## src/rtl/wb_arb_pkg.sv

```systemverilog
// Shared types and widths for the two-master Wishbone cache arbiter.
package wb_arb_pkg;

  localparam int unsigned ADDR_W = 28;
  localparam int unsigned DATA_W = 128;
  localparam int unsigned SEL_W  = DATA_W / 8;

  typedef enum logic [1:0] {
    IDLE  = 2'd0,
    GNT_I = 2'd1,
    GNT_D = 2'd2
  } arb_state_t;

  typedef struct packed {
    logic              cyc;
    logic              stb;
    logic              we;
    logic [ADDR_W-1:0] adr;
    logic [SEL_W-1:0]  sel;
    logic [DATA_W-1:0] dat_m;
  } master_req_t;

endpackage

```

## src/rtl/wb_req_mux.sv

```systemverilog
// Combinational request mux: forwards the granted master's request, zero when idle.
module wb_req_mux
  import wb_arb_pkg::*;
(
  input  arb_state_t  state,
  input  master_req_t req_i,
  input  master_req_t req_d,
  output master_req_t req_m
);

  always_comb begin
    req_m = '0;
    case (state)
      GNT_I:   req_m = req_i;
      GNT_D:   req_m = req_d;
      default: req_m = '0;
    endcase
  end

endmodule

```

## src/rtl/wb_cache_arbiter.sv

```systemverilog
// Arbitrates icache/dcache Wishbone masters onto one memory port, one line per grant.
// Optional WB_ARB_ROUND_ROBIN_EN: contention goes to the master not granted last.
module wb_cache_arbiter
  import wb_arb_pkg::*;
(
  input  logic              clk,
  input  logic              rst,
  input  logic              i_cyc,
  input  logic              i_stb,
  input  logic              i_we,
  input  logic [ADDR_W-1:0] i_adr,
  input  logic [SEL_W-1:0]  i_sel,
  input  logic [DATA_W-1:0] i_dat_m,
  output logic [DATA_W-1:0] i_dat_s,
  output logic              i_ack,
  output logic              i_rty,
  input  logic              d_cyc,
  input  logic              d_stb,
  input  logic              d_we,
  input  logic [ADDR_W-1:0] d_adr,
  input  logic [SEL_W-1:0]  d_sel,
  input  logic [DATA_W-1:0] d_dat_m,
  output logic [DATA_W-1:0] d_dat_s,
  output logic              d_ack,
  output logic              d_rty,
  output logic              m_cyc,
  output logic              m_stb,
  output logic              m_we,
  output logic [ADDR_W-1:0] m_adr,
  output logic [SEL_W-1:0]  m_sel,
  output logic [DATA_W-1:0] m_dat_m,
  input  logic [DATA_W-1:0] m_dat_s,
  input  logic              m_ack,
  input  logic              m_rty
);

  arb_state_t  state_q, state_d;
  master_req_t req_i, req_d, req_m;
  logic        i_req, d_req;

  assign i_req = i_cyc & i_stb;
  assign d_req = d_cyc & d_stb;

`ifdef WB_ARB_ROUND_ROBIN_EN
  // 1 = dcache held the most recent grant
  logic last_grant_q, last_grant_d;

  always_ff @(posedge clk or posedge rst) begin
    if (rst) last_grant_q <= 1'b0;
    else     last_grant_q <= last_grant_d;
  end
`endif

  always_ff @(posedge clk or posedge rst) begin
    if (rst) state_q <= IDLE;
    else     state_q <= state_d;
  end

  // Every grant ends through IDLE, so a lowered cyc is always observed before re-arbitration
  always_comb begin
    state_d = state_q;
`ifdef WB_ARB_ROUND_ROBIN_EN
    last_grant_d = last_grant_q;
`endif
    case (state_q)
      IDLE: begin
        if (d_req && i_req) begin
`ifdef WB_ARB_ROUND_ROBIN_EN
          state_d = last_grant_q ? GNT_I : GNT_D;
`else
          state_d = GNT_D;
`endif
        end else if (d_req) begin
          state_d = GNT_D;
        end else if (i_req) begin
          state_d = GNT_I;
        end
      end
      GNT_I: if (m_ack || m_rty || !i_cyc) state_d = IDLE;
      GNT_D: if (m_ack || m_rty || !d_cyc) state_d = IDLE;
      default: state_d = IDLE;
    endcase
`ifdef WB_ARB_ROUND_ROBIN_EN
    if (state_q == IDLE && state_d == GNT_D) last_grant_d = 1'b1;
    if (state_q == IDLE && state_d == GNT_I) last_grant_d = 1'b0;
`endif
  end

  assign req_i = '{cyc: i_cyc, stb: i_stb, we: i_we, adr: i_adr, sel: i_sel, dat_m: i_dat_m};
  assign req_d = '{cyc: d_cyc, stb: d_stb, we: d_we, adr: d_adr, sel: d_sel, dat_m: d_dat_m};

  wb_req_mux u_req_mux (
    .state (state_q),
    .req_i (req_i),
    .req_d (req_d),
    .req_m (req_m)
  );

  assign m_cyc   = req_m.cyc;
  assign m_stb   = req_m.stb;
  assign m_we    = req_m.we;
  assign m_adr   = req_m.adr;
  assign m_sel   = req_m.sel;
  assign m_dat_m = req_m.dat_m;

  assign i_dat_s = m_dat_s;
  assign d_dat_s = m_dat_s;
  assign i_ack   = m_ack & (state_q == GNT_I);
  assign i_rty   = m_rty & (state_q == GNT_I);
  assign d_ack   = m_ack & (state_q == GNT_D);
  assign d_rty   = m_rty & (state_q == GNT_D);

endmodule

```

## config.mk

```make
export PLATFORM = sky130hd
export DESIGN_NAME = wb_cache_arbiter
export DESIGN_NICKNAME = d
export VERILOG_FILES = /design/src/rtl/wb_arb_pkg.sv /design/src/rtl/wb_req_mux.sv /design/src/rtl/wb_cache_arbiter.sv
export SDC_FILE = /design/constraint.sdc
export NUM_CORES = 1
export LEC_CHECK = 0
export CAP_MARGIN = 25
export CORE_AREA = 2 2 352 354
export CTS_BUF_LIST = sky130_fd_sc_hd__clkbuf_4
export CTS_CLUSTER_DIAMETER = 30
export DETAILED_ROUTE_END_ITERATION = 10
export DIE_AREA = 0 0 354 356
export HOLD_SLACK_MARGIN = 0.08
export PLACE_DENSITY = 0.3
export SLEW_MARGIN = 25
export SYNTH_ARGS = -nofsm -noshare
export SYNTH_HDL_FRONTEND = slang
export SYNTH_SLANG_ARGS = --single-unit
```

## constraint.sdc

```tcl
create_clock -name clk -period 4.6 [get_ports clk]
set_input_delay 0.92 -clock clk [delete_from_list [all_inputs] [get_ports clk]]
set_output_delay 0.92 -clock clk [all_outputs]
set_load 0.005 [all_outputs]
```

## Yosys cells after proc, flatten, opt, wreduce, memory -nomap -nowiden

Cells that the tools add are included.

| operators by class | value |
|---|---|
| bitwise gates (word level) | 6 |
| reductions and logical operators | 8 |
| mux-type cells | 7 |
| equality and inequality tests | 5 |

Operator list:

| kind | count |
|---|---|
| $pmux 175 s2 | 1 |
| $mux 2 | 5 |
| $and 1x1->1 | 6 |
| $pmux 2 s3 | 1 |
| $ne 2x2->1 const B | 2 |
| $ne 4x4->1 const B | 1 |
| $logic_or 1x1->1 | 3 |
| $reduce_and 3->1 | 1 |
| $eq 2x1->1 const B | 1 |
| $eq 2x2->1 const B | 1 |
| $logic_not 1->1 | 2 |
| $logic_not 2->1 | 1 |
| $logic_and 1x1->1 | 1 |

| storage, ports and cells | value |
|---|---|
| word-level logic and storage cells | 27 |
| flip-flop bits (word level) | 2 |
| input bits | 482 |

## Depth between registers and ports, before layout

| depth | value |
|---|---|
| depth in word-level cells | 5 |
| gate-level depth with buffers | 7 |
| depth with buffers taken out | 5 |

## Cells and area by module

From an unflattened synthesis, not the netlist that was laid out.

| second synthesis, totals | value |
|---|---|
| cell total of the unflattened synthesis | 680 |
| area, all modules | 4370.4 um2 |

By module, submodules not included:

| module | area an instance (um2) | cells an instance | instances | sequential area each (um2) |
|---|---|---|---|---|
| wb_req_mux | 2308.5 | 411 | 1 | 0.0 |
| wb_cache_arbiter | 2062.0 | 269 | 1 | 50.0 |

## Worst setup path before layout

No wires, ideal clock.

| path | value |
|---|---|
| path type | register -> output |
| from | reg state_q[0] |
| to | out m_dat_m[23] |
| slack | 2.416 ns |
| buffers on the path | 3 |
| cell stages (with the launch flop) | 8 |
| data required time | 3.680 ns |
| arrival time | 1.264 ns |
| path through | dfrtp_1 > inv_1 > ha_1 > buf_2 > buf_2 > buf_4 > a22oi_1 > nor2b_1 |

| between the ends | value |
|---|---|
| word-level cells in the longest chain between the ends | 2 |
| elaborated cells between the ends (all ways) | 3 |

Ends and longest elaborated chain:

| what | RTL line | RTL |
|---|---|---|
| from (decl) | wb_cache_arbiter.sv:37 | `arb_state_t state_q, state_d;` |
| from (signal assigned) | wb_cache_arbiter.sv:56 | `else state_q <= state_d;` |
| $eq 2x2->1 / $eq 2x1->1 (equally long branches) | wb_req_mux.sv:13 | `case (state)` |
| $pmux 175 s2 (*) | wb_req_mux.sv:13 |  |
| to (decl) | wb_cache_arbiter.sv:31 | `output logic [DATA_W-1:0] m_dat_m,` |

Every way passes the cells marked *; elsewhere a longest branch is shown, timed or not.

## Worst setup path in the final report

| path | value |
|---|---|
| from | reg state_q[1] |
| to | out m_dat_m[50] |

The elaborated chain is that of the path after synthesis.

==> key figures <==
Clocking
  • CTS HTree Levels: 1
  • Max clock buf depth: 2
  • Reg clk slew, reported paths: 0.03 ns
  • Clock sinks: 2
  • Setup bufs post-CTS: 0
  • Post-CTS Resized: 0
  • CTS Root Cell: clkbuf_4
  • Worst skew pair latency: 0.23 ns
  • CTS tree: built
  • Hold buffer count at CTS: 0
  • CTS buffer count: 3

STA
  • Worst rel slew slack: 46.9%
  • Minimum clock period: 3.82 ns
  • Hold Slack: 0.609 ns
  • Tcrit/Tclk final: 83.1%
  • Worst Slack Setup Final: 0.776 ns
  • Max Fclk: 0.261 GHz
  • Worst Clk Skew: 0.0000970 ns
  • RSZ-0062 raised after global routing: false
  • Final Hold Vio Count: 0
  • Pins over their slew limit: 0
  • Worst Tran Pin Value: 0.797 ns
  • Sum Neg Setup Slack: 0 ns
  • Final setup vio count: 0

Global routing
  • Gr usage total: 9.83%
  • Largest net degree at the start of global routing: 58
  • Vias in the first global route: 6524
  • Overflow after GRT: 0
  • First-pass GRT wire length: 79500 um
  • Initial antenna violation count: 19

Pwr
  • Leakage: 2.70 nW
  • Pwr Total: 4.10 mW
  • PD cells: 401 mW/mm^2
  • Worst vdd ir: 0.217 mV

Die
  • Die H: 356 um
  • Die ar.: 0.126 mm^2
  • DIE WIDTH: 354 um
  • Rows: 129
  • Initial Util: 3.93%
  • Core area: 0.123 mm^2
  • Num ports: 917

Place
  • Hpwl dp: 61400 um
  • Gpl congestion: 0.788
  • Placed cell area: 0.0102 mm^2
  • Post-Place Worst Slack: 0.969 ns
  • IO buf count: 532

Layout
  • Most common cell after layout, fill and taps aside: clkdlybuf4s50_1
  • Final Cell Area: 0.0102 mm^2
  • Commonest cells after routing, fill and taps aside: 532 x clkdlybuf4s50_1, 175 x nor2b_1, 174 x a22oi_1, 8 x buf_12, 6 x buf_4
  • Layout area overhead: 112%
  • Max reg flops: 2
  • Biggest register: state_q
  • Largest regs: state_q (2)
  • Share of layout cells above drive strength 1: 2.28%
  • NumNets Final: 1407

Worst setup path
  • Critical path endpoint category: output port
  • CP required: 3.68 ns
  • Critical path type: flop to output port
  • CP Launch Type: flop
  • RR Startpoint: state_q[0]
  • Cells on worst reg2reg path: 5
  • R2r endpoint: state_q[0]
  • Reg2Reg Setup Slack: 2.74 ns
  • Largest fanout on the critical path: 36
  • CP arrival: 2.90 ns

Route
  • DR DRC count: 0
  • ANT nets after route: 0
  • Starting DRT DRC Count: 291
  • Pre-antenna DRT Iters: 4
  • Via count: 6045
  • Vias/cell: 2.36
  • Total Wirelength: 65900 um
  • Avg WL per Cell: 25.8 um

Logic synthesis
  • Seq/Total Area, Yosys: 1.04%
  • Synthesized area: 0.00482 mm^2
  • Netlist cell types: 18
  • Yosys warns: 0
  • #FFs+latches synth: 2
  • Mapped Cells: 686
  • Avg Inst Size Synth: 7.03 um^2
  • Syn_nets: 1171

Flow run
  • Max-Cap Viols: 0

Worst hold path
  • HP Class: flop to flop
  • Hold Crit Start: state_q[1]
  • Hold Crit Depth: 2
  • WHS Endpoint: state_q[1]

Outcome
  • Status: finished, final reports clean
-- area by class of cell --
class	instances	area [um^2]
clock buffer	3	22.5
timing repair buffer	546	5530
antenna	2	5.00
multi-input combinational	366	2570
fill	14365	112000
inverter	3	11.3
tap	1637	2050
sequential	2	50.0
-- metal layers --
layer | track usage [%] | vias to the layer above | share of wire, %
met5 | 0 | - | 0.13
met4 | 0.314 | 14 | 0.19
met3 | 7.00 | 20 | 16
met2 | 15.1 | 680 | 43
met1 | 11.6 | 2753 | 40
li1 | - | 2578 | -
-- cells in the mapped netlist --
cell type	number	share of area, %
a21boi_0	1	0.16
a22oi_1	174	27
a22oi_2	1	0.26
a2bb2oi_1	1	0.18
and2_1	4	0.52
buf_2	26	2.7
buf_4	269	42
clkbuf_1	20	1.6
dfrtp_1	2	1.0
ha_1	3	0.78
inv_1	3	0.23
nand2_1	1	0.078
nand3_1	2	0.21
nor2b_1	175	23
nor3_1	1	0.10
o211ai_1	1	0.16
o311ai_0	1	0.18
or4_1	1	0.16
-- metrics by stage --
stage / cells / utilization, %
after floorplan: 686 / -
final: 2559 / 8.35
after global placement: 2554 / 8.33
after CTS: 2557 / 8.34
after global routing: 2557 / 8.34
after detailed placement: 2554 / 8.33
-- report_power, final --
group / internal (mW) / switching [mW]
Combinational: 1.86 / 2.18
Sequential: 0.0250 / 0.00837
Clock: 0.0287 / 0.0101
-- cell families after synthesis --
kind of cell / share of synthesized area (%)
buffers and inverters: 46.4
and+or+nand+nor: 23.8
AOI/OAI and AO/OA: 28.0
adders and majority gates: 0.779
DFF: 1.04
-- worst max-delay path, stage by stage (launching register included) --
cell	delay [ns]
dfrtp_1	0.41
inv_1	0.18
ha_4	0.43
buf_4	0.46
a22oi_1	0.34
nor2b_1	0.26
clkdlybuf4s50_1	0.54
-- how the worst max path moves through the flow --
stage,cells after the start,start,to
2_1_floorplan,7,state_q[0],m_dat_m[23]
3_3_place_gp,5,state_q[1],m_dat_m[62]
3_5_place_dp,5,state_q[1],m_dat_m[62]
4_1_cts,5,state_q[1],m_dat_m[62]
5_1_grt,5,state_q[1],m_dat_m[62]
6_report,6,state_q[1],m_dat_m[50]
Note: power is estimated with default switching activity, not from simulation.
